**src/rtl/mcc_pkg.sv**
```systemverilog
`default_nettype none
// +----------------------------------------------------------------------------+
// | Module   : mcc_pkg                                                         |
// | Purpose  : Shared constants for the multicycle control unit: opcode        |
// |            values, FSM state encoding, ALUOp encoding and opcode-class     |
// |            helper functions.                                               |
// | Ports    : none (package)                                                  |
// | Revision : 1.0 - initial release                                           |
// +----------------------------------------------------------------------------+
package mcc_pkg;

   // Opcodes
   localparam logic [5:0] c_OP_ADD  = 6'b000000;
   localparam logic [5:0] c_OP_SUB  = 6'b000001;
   localparam logic [5:0] c_OP_ADDI = 6'b000010;
   localparam logic [5:0] c_OP_OR   = 6'b010000;
   localparam logic [5:0] c_OP_AND  = 6'b010001;
   localparam logic [5:0] c_OP_ORI  = 6'b010010;
   localparam logic [5:0] c_OP_SLL  = 6'b011000;
   localparam logic [5:0] c_OP_SLT  = 6'b100110;
   localparam logic [5:0] c_OP_SLTI = 6'b100111;
   localparam logic [5:0] c_OP_SW   = 6'b110000;
   localparam logic [5:0] c_OP_LW   = 6'b110001;
   localparam logic [5:0] c_OP_BEQ  = 6'b110100;
   localparam logic [5:0] c_OP_BNE  = 6'b110101;
   localparam logic [5:0] c_OP_BGTZ = 6'b110110;
   localparam logic [5:0] c_OP_J    = 6'b111000;
   localparam logic [5:0] c_OP_JR   = 6'b111001;
   localparam logic [5:0] c_OP_JAL  = 6'b111010;
   localparam logic [5:0] c_OP_HALT = 6'b111111;

   // ALU function codes
   localparam logic [2:0] c_ALU_ADD = 3'b000;
   localparam logic [2:0] c_ALU_SUB = 3'b001;
   localparam logic [2:0] c_ALU_SLT = 3'b011;
   localparam logic [2:0] c_ALU_SLL = 3'b100;
   localparam logic [2:0] c_ALU_OR  = 3'b101;
   localparam logic [2:0] c_ALU_AND = 3'b110;

   // Controller states; the encoding is visible on the state output
   typedef enum logic [2:0] {
      ST_IF   = 3'b000,
      ST_ID   = 3'b001,
      ST_EXE  = 3'b010,
      ST_WB   = 3'b011,
      ST_MEM  = 3'b100,
      ST_HALT = 3'b101,
      ST_ERR  = 3'b110
   } state_t;

   function automatic logic f_is_jump(input logic [5:0] op);
      return (op == c_OP_J) || (op == c_OP_JR) || (op == c_OP_JAL);
   endfunction

   function automatic logic f_is_branch(input logic [5:0] op);
      return (op == c_OP_BEQ) || (op == c_OP_BNE) || (op == c_OP_BGTZ);
   endfunction

   function automatic logic f_is_mem(input logic [5:0] op);
      return (op == c_OP_LW) || (op == c_OP_SW);
   endfunction

endpackage
`default_nettype wire

```
**src/rtl/mcc_decode.sv**
```systemverilog
`default_nettype none
// +----------------------------------------------------------------------------+
// | Module   : mcc_decode                                                      |
// | Purpose  : Purely combinational opcode-to-select decoder for the           |
// |            multicycle controller.                                          |
// | Ports    : i_op[5:0]        opcode from IR                                 |
// |            i_zero, i_sign   ALU flags (branch resolution)                  |
// |            o_pc_src[1:0]    next-PC select                                 |
// |            o_ext_sel        immediate sign-extend (0 = zero-extend)        |
// |            o_reg_dst[1:0]   destination register select                    |
// |            o_wr_reg_d_src   write-data source (0 = return address)         |
// |            o_alu_src_a/b    ALU operand selects                            |
// |            o_alu_op[2:0]    ALU function                                   |
// |            o_illegal        opcode is not in the instruction set           |
// | Revision : 1.0 - initial release                                           |
// +----------------------------------------------------------------------------+
module mcc_decode
   import mcc_pkg::*;
(
   input  logic [5:0] i_op,
   input  logic       i_zero,
   input  logic       i_sign,
   output logic [1:0] o_pc_src,
   output logic       o_ext_sel,
   output logic [1:0] o_reg_dst,
   output logic       o_wr_reg_d_src,
   output logic       o_alu_src_a,
   output logic       o_alu_src_b,
   output logic [2:0] o_alu_op,
   output logic       o_illegal
);

   always_comb begin
      o_pc_src       = 2'b00;
      o_ext_sel      = 1'b1;
      o_reg_dst      = 2'b10;
      o_wr_reg_d_src = 1'b1;
      o_alu_src_a    = 1'b0;
      o_alu_src_b    = 1'b0;
      o_alu_op       = c_ALU_ADD;
      o_illegal      = 1'b0;
      case (i_op)
         c_OP_ADD, c_OP_HALT, c_OP_SW: begin
            o_alu_src_b = (i_op == c_OP_SW);
         end
         c_OP_SUB:  o_alu_op = c_ALU_SUB;
         c_OP_ADDI: begin
            o_reg_dst   = 2'b01;
            o_alu_src_b = 1'b1;
         end
         c_OP_OR:   o_alu_op = c_ALU_OR;
         c_OP_AND:  o_alu_op = c_ALU_AND;
         c_OP_ORI: begin
            o_ext_sel   = 1'b0;
            o_reg_dst   = 2'b01;
            o_alu_src_b = 1'b1;
            o_alu_op    = c_ALU_OR;
         end
         c_OP_SLL: begin
            o_alu_src_a = 1'b1;
            o_alu_op    = c_ALU_SLL;
         end
         c_OP_SLT:  o_alu_op = c_ALU_SLT;
         c_OP_SLTI: begin
            o_reg_dst   = 2'b01;
            o_alu_src_b = 1'b1;
            o_alu_op    = c_ALU_SLT;
         end
         c_OP_LW: begin
            o_reg_dst   = 2'b01;
            o_alu_src_b = 1'b1;
         end
         // Branches compare via subtraction; the flags pick taken/not-taken
         c_OP_BEQ: begin
            o_alu_op = c_ALU_SUB;
            o_pc_src = i_zero ? 2'b01 : 2'b00;
         end
         c_OP_BNE: begin
            o_alu_op = c_ALU_SUB;
            o_pc_src = !i_zero ? 2'b01 : 2'b00;
         end
         c_OP_BGTZ: begin
            o_alu_op = c_ALU_SUB;
            o_pc_src = (!i_zero && !i_sign) ? 2'b01 : 2'b00;
         end
         c_OP_J:    o_pc_src = 2'b11;
         c_OP_JR:   o_pc_src = 2'b10;
         c_OP_JAL: begin
            o_pc_src       = 2'b11;
            o_reg_dst      = 2'b00;
            o_wr_reg_d_src = 1'b0;
         end
         default:   o_illegal = 1'b1;
      endcase
   end

endmodule
`default_nettype wire

```
**src/rtl/multicycle_ctrl.sv**
```systemverilog
`default_nettype none
// +----------------------------------------------------------------------------+
// | Module   : multicycle_ctrl                                                 |
// | Purpose  : Multicycle CPU control unit. Sequences IF/ID/EXE/MEM/WB per     |
// |            opcode with ready-qualified memory handshakes, a terminal HALT  |
// |            state, illegal-opcode trapping and a retired-instruction count. |
// | Config   : MCC_BUS_TIMEOUT_EN - when defined, 2^TMO_W-1 consecutive wait   |
// |            cycles in IF or MEM send the controller to the terminal ERR     |
// |            state. When undefined, waits are unbounded and bus_err is 0.    |
// | Ports    : CLK, Reset_n (async, active-low)                                |
// |            opCode[5:0], zero, sign        IR opcode and ALU flags          |
// |            imem_ready, dmem_ready         memory completion handshakes     |
// |            PCWre, IRWre, RegWre           write enables                    |
// |            ALUSrcA/B, DBDataSrc, WrRegDSrc, ExtSel, PCSrc, RegDst, ALUOp    |
// |                                           datapath selects                 |
// |            imem_req, dmem_rd, dmem_wr     memory requests                  |
// |            state[2:0], halted, ill_op, bus_err, instr_cnt[CNT_W-1:0]       |
// | Revision : 1.0 - initial release                                           |
// +----------------------------------------------------------------------------+
module multicycle_ctrl
   import mcc_pkg::*;
#(
   parameter int CNT_W = 32,
   parameter int TMO_W = 4
) (
   input  logic             CLK,
   input  logic             Reset_n,
   input  logic [5:0]       opCode,
   input  logic             zero,
   input  logic             sign,
   input  logic             imem_ready,
   input  logic             dmem_ready,
   output logic             PCWre,
   output logic             IRWre,
   output logic             RegWre,
   output logic             ALUSrcA,
   output logic             ALUSrcB,
   output logic             DBDataSrc,
   output logic             WrRegDSrc,
   output logic             ExtSel,
   output logic [1:0]       PCSrc,
   output logic [1:0]       RegDst,
   output logic [2:0]       ALUOp,
   output logic             imem_req,
   output logic             dmem_rd,
   output logic             dmem_wr,
   output logic [2:0]       state,
   output logic             halted,
   output logic             ill_op,
   output logic             bus_err,
   output logic [CNT_W-1:0] instr_cnt
);

   state_t           r_state;
   state_t           w_next_state;
   logic [CNT_W-1:0] r_instr_cnt;
   logic             w_illegal;
   logic             w_imem_req, w_irwre, w_pcwre, w_regwre;
   logic             w_dmem_rd, w_dmem_wr, w_ill_op, w_halted, w_bus_err;
   logic             w_is_lw, w_is_sw;

   assign w_is_lw = (opCode == c_OP_LW);
   assign w_is_sw = (opCode == c_OP_SW);

   mcc_decode u_decode (
      .i_op           (opCode),
      .i_zero         (zero),
      .i_sign         (sign),
      .o_pc_src       (PCSrc),
      .o_ext_sel      (ExtSel),
      .o_reg_dst      (RegDst),
      .o_wr_reg_d_src (WrRegDSrc),
      .o_alu_src_a    (ALUSrcA),
      .o_alu_src_b    (ALUSrcB),
      .o_alu_op       (ALUOp),
      .o_illegal      (w_illegal)
   );

`ifdef MCC_BUS_TIMEOUT_EN
   // Bus timeout: counts consecutive stalled cycles in IF/MEM. Expiry fires
   // on the stalled cycle whose count is one below the limit, so exactly
   // 2^TMO_W-1 wait cycles are tolerated before ERR.
   localparam logic [TMO_W-1:0] c_TMO_LAST = {{(TMO_W-1){1'b1}}, 1'b0};

   logic [TMO_W-1:0] r_tmo;
   logic             w_waiting;
   logic             w_tmo_expire;

   assign w_waiting    = ((r_state == ST_IF)  && !imem_ready) ||
                         ((r_state == ST_MEM) && !dmem_ready);
   assign w_tmo_expire = w_waiting && (r_tmo == c_TMO_LAST);

   always_ff @(posedge CLK or negedge Reset_n) begin
      if (!Reset_n) begin
         r_tmo <= '0;
      end else if (w_waiting && (w_next_state == r_state)) begin
         r_tmo <= r_tmo + TMO_W'(1);
      end else begin
         r_tmo <= '0;
      end
   end
`else
   // Timeout width has no effect when the timeout feature is compiled out
   logic w_unused_tmo_w;
   assign w_unused_tmo_w = (TMO_W > 0);
`endif

   always_ff @(posedge CLK or negedge Reset_n) begin
      if (!Reset_n) begin
         r_state <= ST_IF;
      end else begin
         r_state <= w_next_state;
      end
   end

   always_comb begin
      w_next_state = r_state;
      w_imem_req   = 1'b0;
      w_irwre      = 1'b0;
      w_pcwre      = 1'b0;
      w_regwre     = 1'b0;
      w_dmem_rd    = 1'b0;
      w_dmem_wr    = 1'b0;
      w_ill_op     = 1'b0;
      w_halted     = 1'b0;
      w_bus_err    = 1'b0;
      case (r_state)
         ST_IF: begin
            w_imem_req = 1'b1;
            if (imem_ready) begin
               w_irwre      = 1'b1;
               w_next_state = ST_ID;
            end
         end
         ST_ID: begin
            if (f_is_jump(opCode)) begin
               // Jumps retire here; jal also writes the link register now
               w_pcwre      = 1'b1;
               w_regwre     = (opCode == c_OP_JAL);
               w_next_state = ST_IF;
            end else if (opCode == c_OP_HALT) begin
               w_next_state = ST_HALT;
            end else if (w_illegal) begin
               // Trap: skip the instruction and continue fetching
               w_pcwre      = 1'b1;
               w_ill_op     = 1'b1;
               w_next_state = ST_IF;
            end else begin
               w_next_state = ST_EXE;
            end
         end
         ST_EXE: begin
            if (f_is_branch(opCode)) begin
               w_pcwre      = 1'b1;
               w_next_state = ST_IF;
            end else if (f_is_mem(opCode)) begin
               w_next_state = ST_MEM;
            end else begin
               w_next_state = ST_WB;
            end
         end
         ST_MEM: begin
            w_dmem_rd = w_is_lw;
            w_dmem_wr = w_is_sw;
            if (dmem_ready) begin
               if (w_is_sw) begin
                  w_pcwre      = 1'b1;
                  w_next_state = ST_IF;
               end else begin
                  w_next_state = ST_WB;
               end
            end
         end
         ST_WB: begin
            w_pcwre      = 1'b1;
            w_regwre     = 1'b1;
            w_next_state = ST_IF;
         end
         ST_HALT: w_halted  = 1'b1;
         ST_ERR:  w_bus_err = 1'b1;
         default: w_next_state = ST_IF;
      endcase
`ifdef MCC_BUS_TIMEOUT_EN
      if (w_tmo_expire) begin
         w_next_state = ST_ERR;
      end
`endif
   end

   always_ff @(posedge CLK or negedge Reset_n) begin
      if (!Reset_n) begin
         r_instr_cnt <= '0;
      end else if (w_pcwre) begin
         r_instr_cnt <= r_instr_cnt + CNT_W'(1);
      end
   end

   // The state register resets to IF, which would otherwise raise imem_req;
   // gating with Reset_n keeps every strobe low for as long as reset is held
   // and drops in-flight requests the moment reset asserts.
   assign imem_req  = w_imem_req & Reset_n;
   assign IRWre     = w_irwre    & Reset_n;
   assign PCWre     = w_pcwre    & Reset_n;
   assign RegWre    = w_regwre   & Reset_n;
   assign dmem_rd   = w_dmem_rd  & Reset_n;
   assign dmem_wr   = w_dmem_wr  & Reset_n;
   assign ill_op    = w_ill_op   & Reset_n;
   assign halted    = w_halted   & Reset_n;
`ifdef MCC_BUS_TIMEOUT_EN
   assign bus_err   = w_bus_err  & Reset_n;
`else
   assign bus_err   = 1'b0;
   logic w_unused_bus_err;
   assign w_unused_bus_err = w_bus_err;
`endif

   assign DBDataSrc = w_is_lw && ((r_state == ST_MEM) || (r_state == ST_WB));
   assign state     = r_state;
   assign instr_cnt = r_instr_cnt;

endmodule
`default_nettype wire

```
**config.mk**
```make
export PLATFORM = sky130hd
export DESIGN_NAME = multicycle_ctrl
export DESIGN_NICKNAME = d
export VERILOG_FILES = /design/src/rtl/mcc_pkg.sv /design/src/rtl/mcc_decode.sv /design/src/rtl/multicycle_ctrl.sv
export SDC_FILE = /design/constraint.sdc
export NUM_CORES = 1
export LEC_CHECK = 0
export BUFFER_PORTS_ARGS = -buffer_cell sky130_fd_sc_hd__buf_2
export CAP_MARGIN = 15
export CORE_MARGIN = 10
export CORE_UTILIZATION = 55
export CTS_CLUSTER_DIAMETER = 50
export DETAILED_ROUTE_END_ITERATION = 16
export PLACE_DENSITY = 0.84
export SYNTH_ARGS = -nofsm -noshare
export SYNTH_HDL_FRONTEND = slang
export SYNTH_SLANG_ARGS = --single-unit
```
**constraint.sdc**
```tcl
create_clock -name CLK -period 4.05 [get_ports CLK]
set_input_delay 0.405 -clock CLK [delete_from_list [all_inputs] [get_ports CLK]]
set_output_delay 0.405 -clock CLK [all_outputs]
set_load 0.05 [all_outputs]
```
After elaboration in Yosys (flattened, before gate mapping)
Cells that the tools add are included.
Operators by class
  magnitude comparators: 0
  equality and inequality tests: 25
  multiplexer cells: 36
  reduce and logical (&&, ||, !) cells: 21
  bitwise operators: 9
  divide/modulo/power cells: 0
  add/sub/neg operators: 1
  shift operators: 0
  multipliers: 0
Operators with widths (count)
  6-bit == test, second input constant: 11
  32-bit by 1-bit adder with 32-bit output, second input constant: 1
  3-bit one-hot mux with 5 select lines: 2
  6-bit by 5-bit == test with 1-bit output, second input constant: 4
  1-bit 2-to-1 mux: 21
  3-bit 2-to-1 mux: 6
  18-bit OR reduction: 1
  2-bit one-hot mux with 5 select lines: 1
  3-bit == test, second input constant: 3
  1-bit bitwise AND: 8
  2-bit OR reduction: 4
  4-bit OR reduction: 2
  3-bit by 2-bit == test with 1-bit output, second input constant: 2
  6-bit by 1-bit == test with 1-bit output, second input constant: 1
  6-bit by 2-bit == test with 1-bit output, second input constant: 1
  6-bit zero test: 1
  1-bit logical OR: 6
  2-bit 2-to-1 mux: 2
  2-bit inequality test, second input constant: 2
  1-bit one-hot mux with 2 select lines: 2
  1-bit one-hot mux with 4 select lines: 1
  2-bit one-hot mux with 2 select lines: 1
  3-bit by 1-bit == test with 1-bit output, second input constant: 1
  3-bit zero test: 1
  5 further kinds: 7
Word-level totals
  memories: 0
  input port bits: 12
  bits in latches: 0
  register bits after elaboration: 35
  logic and storage cells: 94
  ROM bits: 0
  bits in writable memories: 0

Longest topological paths before layout
  depth after elaboration: 7
  depth in mapped cells: 9
  mapped depth without buffers: 7

Cells and area by module
From an unflattened synthesis, not the netlist that was laid out.
Second synthesis, totals
  cell total of the unflattened synthesis: 251
  area total of the unflattened synthesis: 2263.4 µm²
Modules (own cells, without submodules)
  multicycle_ctrl: instances 1, seq. area each 875.8 µm², cells an instance 196, area each 1908.1 µm²
  mcc_decode: instances 1, seq. area each 0.0 µm², cells an instance 55, area each 355.3 µm²

Least setup slack after synthesis
OpenSTA, ideal clock, no wires.
  path type: input to output
  from: input port opCode[1]
  to: output port ill_op
  slack: 0.844 ns
  arrival: 2.801 ns
  stages: 6
  required time: 3.645 ns
  cell sequence: clkbuf_1 clkbuf_1 a21oi_1 nor2_1 o21ai_0 nor4b_1
Between the ends
  word-level cells in the longest chain between the ends: 7
  elaborated cells on any way between the ends: 26
RTL lines
  start: declaration: RTL line multicycle_ctrl.sv:28  | input logic [5:0] opCode,
  6-bit == test, or another cell as far along: RTL line mcc_decode.sv:42  | case (i_op)
  18-bit OR reduction (no source line)
  1-bit 2-to-1 mux: RTL line multicycle_ctrl.sv:143  | end else if (w_illegal) begin
  1-bit 2-to-1 mux: RTL line multicycle_ctrl.sv:141  | end else if (opCode == c_OP_HALT) begin
  1-bit 2-to-1 mux (*): RTL line multicycle_ctrl.sv:136  | if (f_is_jump(opCode)) begin
  1-bit 2-to-1 mux (*): RTL line multicycle_ctrl.sv:127  | case (r_state)
  1-bit bitwise AND (*): RTL line multicycle_ctrl.sv:207  | assign ill_op = w_ill_op & Reset_n;
  end: declaration: RTL line multicycle_ctrl.sv:49  | output logic ill_op,
Every way passes the cells marked *; elsewhere a longest branch is shown, timed or not.

Worst setup path after layout
  from: register r_state[0], in the netlist state[0]
  to: output port PCWre
Between the ends
  word-level cells in the longest chain between the ends: 3
  elaborated cells on any way between the ends: 6
RTL lines
  start: declaration: RTL line multicycle_ctrl.sv:54  | state_t r_state;
  start signal: assignment: RTL line multicycle_ctrl.sv:112  | r_state <= w_next_state;
  3-bit by 2-bit == test with 1-bit output, or another cell as far along: RTL line multicycle_ctrl.sv:127
  1-bit one-hot mux with 4 select lines (*): RTL line multicycle_ctrl.sv:127
  1-bit bitwise AND (*): RTL line multicycle_ctrl.sv:203  | assign PCWre = w_pcwre & Reset_n;
  end: declaration: RTL line multicycle_ctrl.sv:33  | output logic PCWre,
Marks and branches as above.

==> impl_metrics.json <==
{
  "core-area_um2": 4000,
  "numCtsBuffers": 5,
  "drt-wirelength-per-cell_um": 15.5,
  "via_count": 2107,
  "p_leak_nw": 1.09,
  "period_needed_ns": 2.66,
  "final_area_um2": 2700,
  "synth_edf_count": 0,
  "arrival_ns": 2.26,
  "port_buffers": 66,
  "crit_path_end_kind": "output port",
  "holdPathStages": 1,
  "wl_um": 5780,
  "synth_area_leaders": "dfrtp_1 (38%), xor2_1 (8.8%), nor2_1 (5.6%), nand3_1 (4.6%), xnor2_1 (3.5%)",
  "num_antenna_cells": 0,
  "die_x_um": 84.4,
  "hold-path-endpoint": "instr_cnt[31]",
  "ir_worst_vdd_mv": 0.433,
  "drc": 0,
  "synthCells": 263,
  "cellPowerDensity_nw_per_um2": 478,
  "ys_ff_latch": 35,
  "avgSynthCellArea_um2": 8.67,
  "r2r-start": "state[0]",
  "async_flop_share_pct": 100,
  "setup-tns-final_ns": 0,
  "drtPass1Iterations": 4,
  "final.fill_count": 329,
  "path_max_fanout": 15,
  "rr_worst_depth": 7,
  "status": "finished clean",
  "ys_types": 51,
  "rr_endpoint": "instr_cnt[23]",
  "hpwl_um": 4330,
  "final-setup-viol-count": 0,
  "htreeDepth": 2,
  "cts-root-buf": "clkbuf_8",
  "clock_skew_ns": 0.00661,
  "drive_above_1_share_pct": 26.5,
  "antenna_found_initial": 0,
  "maxSlewViolCount": 0,
  "cts_num_sinks": 35,
  "critPathLaunch": "state[0]",
  "clk_latency_ns": 0.29,
  "cts.reportedPaths.clkPinSlew_ns": 0.06,
  "grtUsageTotal_pct": 15.7,
  "synthToLayoutAreaGrowth_pct": 18.3,
  "cp.required_ns": 3.64,
  "hold_start": "instr_cnt[31]",
  "ys_seq_area_share_pct": 38.4,
  "min_path_type": "reg -> reg",
  "ctsResizeCount": 0,
  "rows": 23,
  "tightest_slew_ns": 0.668,
  "path_class": "reg -> out",
  "die_area_um2": 7120,
  "slew_headroom_pct": 54.9,
  "nNetsFinal": 336,
  "routed_via_density": 5.63,
  "hold_viol_final": 0,
  "chipHeight_um": 84.4,
  "yosysWarningCount": 0,
  "cts_tree": "yes",
  "finalCritPeriodShare_pct": 65.8,
  "rsz0062_at_grt": "false",
  "synth_top_cell_by_area": "dfrtp_1",
  "drt_iter0_drc": 164,
  "gp_congestion": 0.818,
  "clock.fmax_mhz": 375,
  "synth.net_count": 276,
  "ff2ff_setup_slack_ns": 1.64,
  "cp-start-kind": "register",
  "placed_cell_area_um2": 2600,
  "grt_pass1_wl_um": 9620,
  "antenna_left": 0,
  "clockBufferDepth": 2,
  "synthDominantCellAreaShare_pct": 38.4,
  "initial_utilization_pct": 57.0,
  "overflow": 0,
  "top_level_ports": 68,
  "grt_max_degree": 28,
  "synth.cell_area_um2": 2280,
  "grt_pass1_vias": 2021,
  "maxCapViolations": 0,
  "dominantRegCellSynth": "dfrtp_1"
}
==> cell usage after synthesis (all sizes together), types with 2 or more instances <==
master / number
and2: 3
nand2: 20
and3: 4
and3b: 2
xor2: 23
dfrtp: 35
nor2b: 7
clkbuf: 10
nand2b: 6
a22oi: 2
xnor2: 9
buf: 7
o21ai: 6
nor2: 34
nand4: 9
inv: 4
and4: 2
nor3: 13
nor4: 8
nor3b: 5
nand4b: 2
nor4b: 2
nand3: 21
a21oi: 9
mux2: 2
==> logic make-up after synthesis <==
family | Yosys count | share of synthesized area, %
multiplexers | 2 | 0.988
AND/OR/NAND/NOR | 142 | 34.7
other | 1 | 0.164
flip-flops | 35 | 38.4
adder cells (fa/ha/maj) | 2 | 0.988
buffers and inverters | 21 | 4.45
XOR/XNOR | 32 | 12.3
AO/OA/AOI/OAI | 28 | 7.96
==> per-layer routing <==
layer	routed length [µm]	global-route usage, %	vias to the layer above	part of all wire, %
li1	-	-	1042	-
met5	0	0	-	0
met1	2590	19.7	998	45
met2	2790	25.7	62	48
met4	36	3.59	0	0.62
met3	368	4.93	5	6.4
==> through the flow <==
step                hold WS [ns]  total power, mW  setup slack [ns]  std cells  util (%)
finish                     0.469             1.29              1.39        374      67.4
global route               0.491             1.37              1.21        374      67.4
CTS                        0.475             1.29              1.39        373      67.3
detailed placement         0.289             1.05              1.44        364      65.0
global placement           0.291             1.04              1.56        364      65.0
floorplan                  0.109            0.932             0.844        263         -
==> power breakdown <==
group          switching, mW  internal (mW)  total (mW)
Clock                  0.119          0.121       0.240
Combinational          0.418          0.155       0.573
Sequential            0.0826          0.394       0.477
==> worst max-delay path by stage <==
stage | end | slack, ns | cells after the start
2_1_floorplan | ill_op | 0.84 | 6
3_3_place_gp | PCWre | 1.56 | 5
3_5_place_dp | instr_cnt[28] | 1.44 | 6
4_1_cts | PCWre | 1.39 | 6
5_1_grt | PCWre | 1.21 | 6
6_report | PCWre | 1.39 | 6
==> flip-flops by register name, summed over array words and instances (netlist names) <==
name	cells
state	3
instr_cnt	32
==> area by class of cell <==
cell class / instances / area [µm²] / area share [%]
well taps: 50 / 62.6 / 2.32
clock buffers: 7 / 76.3 / 2.83
clock inverters: 1 / 5.00 / 0.186
inverters: 4 / 15.0 / 0.557
repair buffers: 70 / 360 / 13.4
multi-input cells: 207 / 1300 / 48.3
flip-flops and latches: 35 / 876 / 32.5
==> critical path: stages (launching register included) <==
cell and delay, ns:
dfrtp_1 0.53, nor3b_1 0.33, nand4_1 0.15, a22o_1 0.25, o31a_1 0.27, nor2b_1 0.17
buf_2 0.27
==> timing repair <==
item                                   in CTS  in global routing
endpoints found under the hold margin       9                  0
buffers inserted                            0                  0
hold buffers                                1                  0
==> placed cells by master (no fill, tap or decap), types with 6 or more instances in the layout <==
master | synthesis | layout
a21oi_1 | 9 | 9
buf_2 | 3 | 66
dfrtp_1 | 35 | 35
nand2_1 | 20 | 20
nand2b_1 | 6 | 6
nand3_1 | 21 | 21
nand4_1 | 8 | 8
nor2_1 | 34 | 34
nor2b_1 | 7 | 7
nor3_1 | 13 | 13
nor4_2 | 6 | 6
xnor2_1 | 9 | 9
xor2_1 | 23 | 23
Power figures use the tool's default switching activity.
